**src/rtl/mc_cpu_pkg.sv**
```systemverilog
// Shared constants and types for the multi-cycle I-format CPU.
package mc_cpu_pkg;

    // Primary opcodes
    localparam logic [5:0] OpRtype = 6'h00;
    localparam logic [5:0] OpBeq   = 6'h04;
    localparam logic [5:0] OpBne   = 6'h05;
    localparam logic [5:0] OpAddi  = 6'h08;
    localparam logic [5:0] OpAndi  = 6'h0C;
    localparam logic [5:0] OpOri   = 6'h0D;
    localparam logic [5:0] OpLw    = 6'h23;
    localparam logic [5:0] OpSw    = 6'h2B;

    // R-type function codes
    localparam logic [5:0] FnSll = 6'h00;
    localparam logic [5:0] FnSrl = 6'h02;
    localparam logic [5:0] FnAdd = 6'h20;
    localparam logic [5:0] FnSub = 6'h22;
    localparam logic [5:0] FnAnd = 6'h24;
    localparam logic [5:0] FnOr  = 6'h25;
    localparam logic [5:0] FnSlt = 6'h2A;

    typedef enum logic [2:0] {
        StFetch,
        StDecode,
        StExec,
        StMem,
        StWb,
        StHalt
    } state_e;

    typedef enum logic [2:0] {
        AluAdd,
        AluSub,
        AluAnd,
        AluOr,
        AluSlt,
        AluSll,
        AluSrl
    } alu_op_e;

endpackage

```
**src/rtl/mc_reg_file.sv**
```systemverilog
// Register file: NREG x XLEN, two asynchronous read ports, one synchronous
// write port, r0 reads as zero and ignores writes.
module mc_reg_file
    import mc_cpu_pkg::*;
#(
    parameter int unsigned XLEN = 32,
    parameter int unsigned NREG = 32
) (
    input  logic                    clk,
    input  logic                    rst_n,
    input  logic [$clog2(NREG)-1:0] raddr1,
    input  logic [$clog2(NREG)-1:0] raddr2,
    output logic [XLEN-1:0]         rdata1,
    output logic [XLEN-1:0]         rdata2,
    input  logic                    we,
    input  logic [$clog2(NREG)-1:0] waddr,
    input  logic [XLEN-1:0]         wdata
);

    logic [XLEN-1:0] regs_q [NREG];

    // Clear everything on reset; write port skips r0.
    always_ff @(posedge clk or negedge rst_n) begin
        if (!rst_n) begin
            for (int i = 0; i < int'(NREG); i++) begin
                regs_q[i] <= '0;
            end
        end else if (we && (waddr != '0)) begin
            regs_q[waddr] <= wdata;
        end
    end

    assign rdata1 = (raddr1 == '0) ? '0 : regs_q[raddr1];
    assign rdata2 = (raddr2 == '0) ? '0 : regs_q[raddr2];

endmodule

```
**src/rtl/mc_iformat_cpu.sv**
```systemverilog
// Multi-cycle I-format CPU core: FETCH/DECODE/EXEC/MEM/WB over one shared
// datapath, with req/ack handshakes to instruction and data memories.
// Optional feature macro: MC_CPU_BRANCH_EN enables beq/bne; without it those
// opcodes are illegal and the branch comparator/adder are not built.
module mc_iformat_cpu
    import mc_cpu_pkg::*;
#(
    parameter int unsigned     XLEN     = 32,
    parameter int unsigned     NREG     = 32,
    parameter logic [XLEN-1:0] RESET_PC = '0
) (
    input  logic            clk,
    input  logic            rst_n,
    output logic            imem_req,
    output logic [XLEN-1:0] imem_addr,
    input  logic [31:0]     imem_rdata,
    input  logic            imem_ack,
    output logic            dmem_req,
    output logic            dmem_we,
    output logic [XLEN-1:0] dmem_addr,
    output logic [XLEN-1:0] dmem_wdata,
    input  logic [XLEN-1:0] dmem_rdata,
    input  logic            dmem_ack,
    output logic [XLEN-1:0] pc_out,
    output logic            halt
);

    localparam int unsigned RW = $clog2(NREG);

    state_e          state_q, state_d;
    logic [XLEN-1:0] pc_q;
    logic [31:0]     ir_q;
    logic [XLEN-1:0] a_q, b_q, alu_out_q, mdr_q;

    // Instruction fields
    logic [5:0]    opcode, funct;
    logic [4:0]    shamt;
    logic [15:0]   imm16;
    logic [RW-1:0] rs_idx, rt_idx, rd_idx;

    assign opcode = ir_q[31:26];
    assign funct  = ir_q[5:0];
    assign shamt  = ir_q[10:6];
    assign imm16  = ir_q[15:0];
    assign rs_idx = ir_q[21 +: RW];
    assign rt_idx = ir_q[16 +: RW];
    assign rd_idx = ir_q[11 +: RW];

    // Decoded control
    logic    illegal, use_imm, is_lw, is_sw, is_branch, dst_rd;
    alu_op_e alu_op;
`ifdef MC_CPU_BRANCH_EN
    logic    is_bne;
`endif

    // Register file interface
    logic [XLEN-1:0] rs_data, rt_data, rf_wdata;
    logic [RW-1:0]   rf_waddr;
    logic            rf_we;

    // ALU
    logic [XLEN-1:0] op_b, alu_res;
    logic            slt_bit;

    // IR stays stable from fetch ack onwards, so decode is purely combinational.
    always_comb begin
        illegal   = 1'b1;
        use_imm   = 1'b0;
        is_lw     = 1'b0;
        is_sw     = 1'b0;
        is_branch = 1'b0;
        dst_rd    = 1'b0;
        alu_op    = AluAdd;
`ifdef MC_CPU_BRANCH_EN
        is_bne    = 1'b0;
`endif
        case (opcode)
            OpRtype: begin
                dst_rd  = 1'b1;
                illegal = 1'b0;
                case (funct)
                    FnAdd:   alu_op = AluAdd;
                    FnSub:   alu_op = AluSub;
                    FnAnd:   alu_op = AluAnd;
                    FnOr:    alu_op = AluOr;
                    FnSlt:   alu_op = AluSlt;
                    FnSll:   alu_op = AluSll;
                    FnSrl:   alu_op = AluSrl;
                    default: illegal = 1'b1;
                endcase
            end
            OpAddi: begin
                illegal = 1'b0;
                use_imm = 1'b1;
                alu_op  = AluAdd;
            end
            OpAndi: begin
                illegal = 1'b0;
                use_imm = 1'b1;
                alu_op  = AluAnd;
            end
            OpOri: begin
                illegal = 1'b0;
                use_imm = 1'b1;
                alu_op  = AluOr;
            end
            OpLw: begin
                illegal = 1'b0;
                use_imm = 1'b1;
                is_lw   = 1'b1;
            end
            OpSw: begin
                illegal = 1'b0;
                use_imm = 1'b1;
                is_sw   = 1'b1;
            end
`ifdef MC_CPU_BRANCH_EN
            OpBeq: begin
                illegal   = 1'b0;
                is_branch = 1'b1;
            end
            OpBne: begin
                illegal   = 1'b0;
                is_branch = 1'b1;
                is_bne    = 1'b1;
            end
`endif
            default: illegal = 1'b1;
        endcase
    end

    // Immediates are zero-extended for every I-type op, including lw/sw.
    assign op_b    = use_imm ? XLEN'(imm16) : b_q;
    assign slt_bit = $signed(a_q) < $signed(op_b);

    // ALU; shifts operate on rt with the shamt field.
    always_comb begin
        alu_res = '0;
        unique case (alu_op)
            AluAdd:  alu_res = a_q + op_b;
            AluSub:  alu_res = a_q - op_b;
            AluAnd:  alu_res = a_q & op_b;
            AluOr:   alu_res = a_q | op_b;
            AluSlt:  alu_res = {{(XLEN-1){1'b0}}, slt_bit};
            AluSll:  alu_res = b_q << shamt;
            AluSrl:  alu_res = b_q >> shamt;
            default: alu_res = '0;
        endcase
    end

`ifdef MC_CPU_BRANCH_EN
    logic [XLEN-1:0] branch_target;
    logic            branch_taken;

    // pc_q already points past the branch when EXEC runs.
    assign branch_target = pc_q + {{(XLEN-18){imm16[15]}}, imm16, 2'b00};
    assign branch_taken  = is_branch && ((a_q == b_q) != is_bne);
`endif

    assign rf_we    = (state_q == StWb);
    assign rf_waddr = dst_rd ? rd_idx : rt_idx;
    assign rf_wdata = is_lw ? mdr_q : alu_out_q;

    mc_reg_file #(
        .XLEN (XLEN),
        .NREG (NREG)
    ) u_rf (
        .clk    (clk),
        .rst_n  (rst_n),
        .raddr1 (rs_idx),
        .raddr2 (rt_idx),
        .rdata1 (rs_data),
        .rdata2 (rt_data),
        .we     (rf_we),
        .waddr  (rf_waddr),
        .wdata  (rf_wdata)
    );

    // State register; async reset also drops any outstanding request.
    always_ff @(posedge clk or negedge rst_n) begin
        if (!rst_n) begin
            state_q <= StFetch;
        end else begin
            state_q <= state_d;
        end
    end

    // Next-state and handshake outputs.
    always_comb begin
        state_d  = state_q;
        imem_req = 1'b0;
        dmem_req = 1'b0;
        dmem_we  = 1'b0;
        halt     = 1'b0;
        unique case (state_q)
            StFetch: begin
                // Gated so the request reads low while reset is held.
                imem_req = rst_n;
                if (imem_ack) state_d = StDecode;
            end
            StDecode: state_d = illegal ? StHalt : StExec;
            StExec: begin
                if (is_branch)           state_d = StFetch;
                else if (is_lw || is_sw) state_d = StMem;
                else                     state_d = StWb;
            end
            StMem: begin
                dmem_req = 1'b1;
                dmem_we  = is_sw;
                if (dmem_ack) state_d = is_lw ? StWb : StFetch;
            end
            StWb:    state_d = StFetch;
            StHalt:  halt = 1'b1;
            default: state_d = StHalt;
        endcase
    end

    // Datapath registers, each loaded only in the state that owns it.
    always_ff @(posedge clk or negedge rst_n) begin
        if (!rst_n) begin
            pc_q      <= RESET_PC;
            ir_q      <= '0;
            a_q       <= '0;
            b_q       <= '0;
            alu_out_q <= '0;
            mdr_q     <= '0;
        end else begin
            case (state_q)
                StFetch: begin
                    if (imem_ack) begin
                        ir_q <= imem_rdata;
                        pc_q <= pc_q + XLEN'(4);
                    end
                end
                StDecode: begin
                    a_q <= rs_data;
                    b_q <= rt_data;
                end
                StExec: begin
                    alu_out_q <= alu_res;
`ifdef MC_CPU_BRANCH_EN
                    if (branch_taken) pc_q <= branch_target;
`endif
                end
                StMem: begin
                    if (dmem_ack && is_lw) mdr_q <= dmem_rdata;
                end
                default: ;
            endcase
        end
    end

    assign imem_addr  = pc_q;
    assign dmem_addr  = alu_out_q;
    assign dmem_wdata = b_q;
    assign pc_out     = pc_q;

endmodule
```
**config.mk**
```make
export PLATFORM = sky130hd
export DESIGN_NAME = mc_iformat_cpu
export DESIGN_NICKNAME = d
export VERILOG_FILES = /design/src/rtl/mc_cpu_pkg.sv /design/src/rtl/mc_reg_file.sv /design/src/rtl/mc_iformat_cpu.sv
export SDC_FILE = /design/constraint.sdc
export NUM_CORES = 2
export LEC_CHECK = 0
export CAP_MARGIN = 20
export CORE_ASPECT_RATIO = 0.7
export CORE_MARGIN = 3
export CORE_UTILIZATION = 40
export DETAILED_ROUTE_END_ITERATION = 8
export GPL_ROUTABILITY_DRIVEN = 0
export PLACE_DENSITY_LB_ADDON = 0.15
export SYNTH_ARGS = -nofsm -noshare
export SYNTH_HDL_FRONTEND = slang
export SYNTH_SLANG_ARGS = --single-unit
```
**constraint.sdc**
```tcl
create_clock -name clk -period 6.3 [get_ports clk]
set_input_delay 1.89 -clock clk [delete_from_list [all_inputs] [get_ports clk]]
set_output_delay 1.89 -clock clk [all_outputs]
set_load 0.005 [all_outputs]
```
* Word-level counts from Yosys, hierarchy flattened
Cells that the tools add are included.
** Operators by class
- Add/sub/neg operators :: 3
- Reduce and logical (&&, ||, !) cells :: 16
- Shifts and indexed selects :: 2
- Bitwise gates (word level) :: 6
- Magnitude comparators :: 5
- Muxes and demuxes :: 33
- $mul :: 0
- Equal/unequal tests :: 24
- Div/mod/pow operators :: 0
** Operator list (count)
- $bwmux 1024 :: 1
- $bmux 32 s5 :: 2
- $mux 32 :: 9
- $pmux 32 s7 :: 1
- $demux 32 s5 :: 1
- $eq 6x6->1 const B :: 7
- $pmux 3 s6 :: 2
- $add 32x3->32 const B :: 1
- $add 32x32->32 :: 1
- $and 32x32->32 :: 1
- $lt 32x32->1 :: 1
- $or 32x32->32 :: 1
- $shl 32x5->32 :: 1
- $shr 32x5->32 :: 1
- $sub 32x32->32 :: 1
- $eq 6x4->1 const B :: 3
- $ge 6x6->1 const B :: 3
- $not 5->6 :: 3
- $eq 3x3->1 const B :: 5
- $mux 3 :: 5
- $eq 3x2->1 const B :: 4
- $logic_not 6->1 :: 2
- $logic_not 5->1 :: 2
- $mux 1 :: 9
- other kinds (16) :: 22
** Storage, ports and cells
- Latch bits :: 0
- Word-level logic and storage cells :: 128
- Flip-flop bits (word level) :: 1219
- Bits in read-only memories :: 0
- Memories :: 0
- Bits in writable memories :: 0
- Output and inout port bits :: 132

* Logic depth before layout (Yosys ltp)
- Word-level depth :: 9
- Gate-level depth with buffers :: 19
- Depth with buffers taken out :: 17

* Modules after synthesis
A second synthesis with hierarchy kept.
** Second synthesis, totals
- Cell total of the unflattened synthesis :: 5522
- Area, all modules :: 71138.2 um2
** By module, submodules not included
- mc_reg_file :: instances 1, sequential area each 25624.6 um2, area an instance 54347.1 um2, cells each 3620
- mc_iformat_cpu :: instances 1, sequential area each 4829.6 um2, area an instance 16791.1 um2, cells each 1902

* Worst setup path after synthesis
No wires, ideal clock.
- Path kind :: register to register
- From :: reg ir_q[28]
- To :: reg alu_out_q[30], in the netlist dmem_addr[30]
- Slack :: 2.269 ns
- Cell stages (with the launch flop) :: 20
- Arrival time :: 3.905 ns
- Data required time :: 6.174 ns
- Cell sequence :: dfrtp_1 > nand2b_1 > nand3_1 > a21o_1 > clkbuf_1 > clkbuf_1 > nand2_1 > nand2_1 > ha_1 > inv_1 > fa_1 > nor2b_1 > o311a_1 > o31a_1 > o21bai_1 > o41a_1 > o22a_1 > o21ai_0 > a31o_1 > o32a_1
** On the way
- Word-level cells in the longest chain between the ends :: 6
- Elaborated cells between the ends (all ways) :: 22
- Those cells by class :: add/sub (2); eq/ne (11); mux (4); bitwise (2); reduce/logical (3)
** RTL lines
- start, declared :: line mc_iformat_cpu.sv:32 : logic [31:0] ir_q;
- start signal, assigned :: line mc_iformat_cpu.sv:231 : ir_q <= imem_rdata;
- $eq 6x6->1 or $eq 6x4->1 (tied branches) :: line mc_iformat_cpu.sv:77 : case (opcode)
- $reduce_or 5->1 (no source line)
- $mux 1 :: line mc_iformat_cpu.sv:77
- $mux 32 :: line mc_iformat_cpu.sv:133 : assign op_b = use_imm ? XLEN'(imm16) : b_q;
- $sub 32x32->32, or another cell as far along :: line mc_iformat_cpu.sv:141 : AluSub: alu_res = a_q - op_b;
- $pmux 32 s7 (*) :: line mc_iformat_cpu.sv:139 : unique case (alu_op)
- end signal, assigned :: line mc_iformat_cpu.sv:240 : alu_out_q <= alu_res;
- end, declared :: line mc_iformat_cpu.sv:33 : logic [XLEN-1:0] a_q, b_q, alu_out_q, mdr_q;
Every way passes the cells marked *; elsewhere a longest branch is shown, timed or not.
A chain may end at the register's enable or synchronous reset.

* Final worst setup path
- From :: reg ir_q[27]
- To :: reg alu_out_q[22], in the netlist dmem_addr[22]
Same word-level chain as after synthesis.

==> results.py <==
metrics = {
    "sta": {
        "timing.final.ws_setup_ns": 1.17,
        "clock-skew-final_ns": 0.0584,
        "fmax_ghz": 0.195,
        "tightestPinTransition_ns": 1.11,
        "maxSlewViolCount": 0,
        "final_hold_viol_count": 0,
        "final.min_clock_period_ns": 5.13,
        "setup_viols_final": 0,
        "fin_tns_setup_ns": 0,
        "finalCritPeriodShare": 0.814,
        "grt_setup_unrepaired": "false",
        "slew_headroom": 0.245,
    },
    "synthesis": {
        "yosys_register_bits": 1217,
        "synthFlopType": "sky130_fd_sc_hd__dfrtp_1",
        "synth.largest_area_cell": "sky130_fd_sc_hd__dfrtp_1",
        "ys_types": 85,
        "synth_edf_count": 0,
        "post_synth_inst_count": 6627,
        "ys.warnings.count": 0,
        "synthDominantCellAreaShare": 0.445,
        "ys_top_cells_by_area": "sky130_fd_sc_hd__dfrtp_1, sky130_fd_sc_hd__mux4_2, sky130_fd_sc_hd__o21ai_0, sky130_fd_sc_hd__a21oi_1, sky130_fd_sc_hd__mux2i_1",
        "postSynthAreaPerCell_sq_um": 10.3,
        "ys_async_sr_fraction": 1.00,
        "seq_area_frac_synth": 0.445,
        "synthesized_area_sq_um": 68500,
    },
    "worst_setup_path": {
        "critical_path.top_delay_family": "compound AO/OA/AOI/OAI gates",
        "timing.critical_path.from": "ir_q[27]",
        "timing.critical_path.to_type": "flop",
        "worstPathRequired_ns": 6.92,
        "timing.critical_path.to": "dmem_addr[22]",
        "critical-path-slowest-cell": "sky130_fd_sc_hd__o21ai_0",
        "crit_buf_inv": 1,
        "worstPathCellList": "nor2_1 > nand3_1 > a21o_1 > buf_4 > nand2_1 > nand2_1 > ha_1 > fa_1 > a21oi_1 > o22ai_1 > o21ai_0 > o21ai_0 > a31o_2 > a221o_1 > o21ai_0 > a41oi_1",
        "worst-endpoint-arrival_ns": 5.75,
        "critical-path-max-stage-delay_ns": 0.58,
        "timing.reg2reg.setup_slack_ns": 1.17,
        "worstReg2RegEnd": "dmem_addr[22]",
        "rr_startpoint": "ir_q[27]",
        "r2r.worst_path.cells": 16,
        "cp_max_fo": 15,
        "crit_cells": 16,
        "path_class": "reg -> reg",
        "critical_path.startpoint_type": "flop",
        "crit_top_cell": "sky130_fd_sc_hd__o21ai_0",
    },
    "placed_design": {
        "numPortBuffers": 195,
        "dp_hpwl_um": 160000,
        "post-place-ws_ns": 1.32,
    },
    "clocking": {
        "clock_pin_slew_of_the_registers_on_the_worst_case_setup_and_hold_paths_ns": 0.07,
        "clock_tree.buffer_depth": 3,
        "ctsResizeCount": 0,
        "worst_skew_pair.late_latency_ns": 0.82,
        "cts_inserted_buffers": 120,
        "postCtsHoldBufs": 0,
        "cts_tree": "done",
        "clkSinkCount": 1217,
        "htreeDepth": 3,
        "cts_root_buf": "sky130_fd_sc_hd__clkbuf_16",
        "number_of_buffers_added_for_setup_after_cts": 0,
    },
    "power_and_ir_drop": {
        "p_clk_frac": 0.228,
        "power.share.switching": 0.430,
        "comb_power_share": 0.448,
        "net_switching_mw": 14.7,
        "sequential_power_share": 0.324,
        "p_per_area_nw_per_um2": 448,
        "power_report.internal_total_mw": 19.5,
        "leakage_nw": 31.5,
        "ir_drop_mv": 0.293,
    },
    "grt": {
        "largest_net_degree_at_the_start_of_global_routing": 156,
        "global_route.overflow_total": 0,
        "global_route_usage_sum": 0.289,
        "global_route_wire_length_before_repair_um": 378000,
        "first_global_vias": 52900,
        "antenna_violations_before_repair": 8,
    },
    "route": {
        "drt_iter0_drc": 6590,
        "drc_errors": 0,
        "antenna_left": 0,
        "post_drt_wl_per_cell_um": 29.4,
        "detailed_routing_iteration_count_for_the_pre_antenna_repair_pass": 9,
        "vias_per_cell": 6.23,
        "detailroute.via_count": 54600,
        "sum_of_routed_wire_length_over_all_layers_um": 258000,
    },
    "final_layout": {
        "mostFrequentLayoutCells": "sky130_fd_sc_hd__dfrtp_1, sky130_fd_sc_hd__nand2_1, sky130_fd_sc_hd__o21ai_0",
        "drive_gt1_frac": 0.170,
        "final_core_util": 0.452,
        "nNetsFinal": 6596,
        "final_common_cell": "sky130_fd_sc_hd__dfrtp_1",
        "syn2layout_area_growth_pct": 11.7,
        "fill_cells": 16000,
    },
    "floorplanning": {
        "ioPinCount": 200,
        "core_sq_um": 169000,
        "die_width_um": 500,
        "dieHeight_um": 352,
        "start_util": 0.404,
        "placementRows": 126,
        "design.die.area_sq_um": 176000,
    },
    "job": {
        "drv_cap": 0,
    },
    "min_path": {
        "hp-class": "reg -> reg",
    },
    "outcome": {
        "outcome": "complete, no violations",
    },
}
[area by class of cell]
| cell class | instances | area [sq um] | share of cell area |
|---|---|---|---|
| Antenna cell | 4 | 10.0 | 0.000131 |
| Clock buffer | 162 | 3360 | 0.0440 |
| Clock inverter | 61 | 846 | 0.0111 |
| Inverter | 107 | 408 | 0.00533 |
| Multi-Input combinational cell | 4622 | 35100 | 0.459 |
| Sequential cell | 1217 | 30500 | 0.399 |
| Tap cell | 2240 | 2800 | 0.0366 |
| Timing Repair Buffer | 358 | 3440 | 0.0450 |
[power by group through the flow]
stage                     combinational (mW)  sequential (mW)  clock [mW]
after CTS                               15.0             11.0        7.97
after global placement                  14.8             11.1           0
final                                   15.3             11.1        7.83
after global routing                    16.3             11.3        8.28
after floorplan                         10.2             10.2           0
after detailed placement                14.9             11.2           0
[kinds of logic (layout without fill, tap and decap cells)]
| family | Yosys count | after routing | share of synthesized area |
|---|---|---|---|
| flops | 1217 | 1217 | 0.445 |
| simple gates | 1669 | 1669 | 0.0994 |
| fa+ha+maj | 102 | 102 | 0.0189 |
| xor+xnor | 41 | 41 | 0.00525 |
| other cells | 1 | 8 | 0.0000548 |
| compound gates | 1856 | 1856 | 0.151 |
| mux | 950 | 950 | 0.233 |
| buf+inv | 791 | 688 | 0.0473 |
[worst min path at each step]
stage | depth (start not counted) | slack (ns) | startpoint | end
floorplan | 1 | 0.45 | u_rf.regs_q[1000] | u_rf.regs_q[1000]
global placement | 0 | 0.38 | u_rf.regs_q[1020] | u_rf.regs_q[1020]
detailed placement | 0 | 0.38 | u_rf.regs_q[1011] | u_rf.regs_q[1011]
CTS | 0 | 0.40 | u_rf.regs_q[1011] | u_rf.regs_q[1011]
global route | 0 | 0.41 | u_rf.regs_q[992] | u_rf.regs_q[992]
finish | 0 | 0.40 | u_rf.regs_q[1005] | u_rf.regs_q[1005]
[worst register-to-register path, cell delays in order (launching register included)]
cell	delay, ns
sky130_fd_sc_hd__dfrtp_1	0.40
sky130_fd_sc_hd__nor2_1	0.29
sky130_fd_sc_hd__nand3_1	0.15
sky130_fd_sc_hd__a21o_1	0.45
sky130_fd_sc_hd__buf_4	0.32
sky130_fd_sc_hd__nand2_1	0.09
sky130_fd_sc_hd__nand2_1	0.10
sky130_fd_sc_hd__ha_1	0.24
sky130_fd_sc_hd__fa_1	0.46
sky130_fd_sc_hd__a21oi_1	0.26
sky130_fd_sc_hd__o22ai_1	0.17
sky130_fd_sc_hd__o21ai_0	0.58
sky130_fd_sc_hd__o21ai_0	0.42
sky130_fd_sc_hd__a31o_2	0.41
sky130_fd_sc_hd__a221o_1	0.36
sky130_fd_sc_hd__o21ai_0	0.12
sky130_fd_sc_hd__a41oi_1	0.16
[sequential cells by signal, summed over array words and instances, names as in the netlist]
| signal | count |
|---|---|
| a_q | 32 |
| dmem_addr | 32 |
| dmem_wdata | 32 |
| imem_addr | 30 |
| ir_q | 32 |
| mdr_q | 32 |
| state_q | 3 |
| u_rf.regs_q | 1024 |
[stage by stage]
| stage | power [mW] | hold WS [ns] | cell area (sq um) | cells |
|---|---|---|---|---|
| global placement | 25.9 | 0.381 | 72200 | 8540 |
| global route | 35.9 | 0.413 | 76500 | 8767 |
| detailed placement | 26.1 | 0.384 | 72300 | 8541 |
| floorplan | 20.4 | 0.445 | 68500 | 6630 |
| CTS | 34.0 | 0.398 | 76500 | 8764 |
| finish | 34.3 | 0.399 | 76500 | 8771 |
[Yosys cell counts, drive strengths merged (6+ instances only)]
library cell	number
a211oi	18
a21o	11
a21oi	705
a221o	9
a221oi	17
a31oi	21
and2	20
and3	11
buf	221
clkbuf	463
dfrtp	1217
ha	100
inv	106
mux2	129
mux2i	319
mux4	502
nand2	781
nand2b	21
nand3	35
nand4	10
nor2	654
nor2b	16
nor3	62
nor4	8
o211ai	18
o21ai	766
o21bai	15
o221ai	80
o22a	9
o22ai	113
o31ai	15
o32a	6
or2	11
or3	12
or4	6
xnor2	32
xor2	9
[metal layers]
metal,track usage,vias to the layer above,share of wire
li1,-,23600,-
met1,0.425,27800,0.44
met2,0.420,2719,0.43
met3,0.0711,542,0.096
met4,0.0924,2,0.037
met5,0,-,0.000050
(Power assumes the default switching activity.)
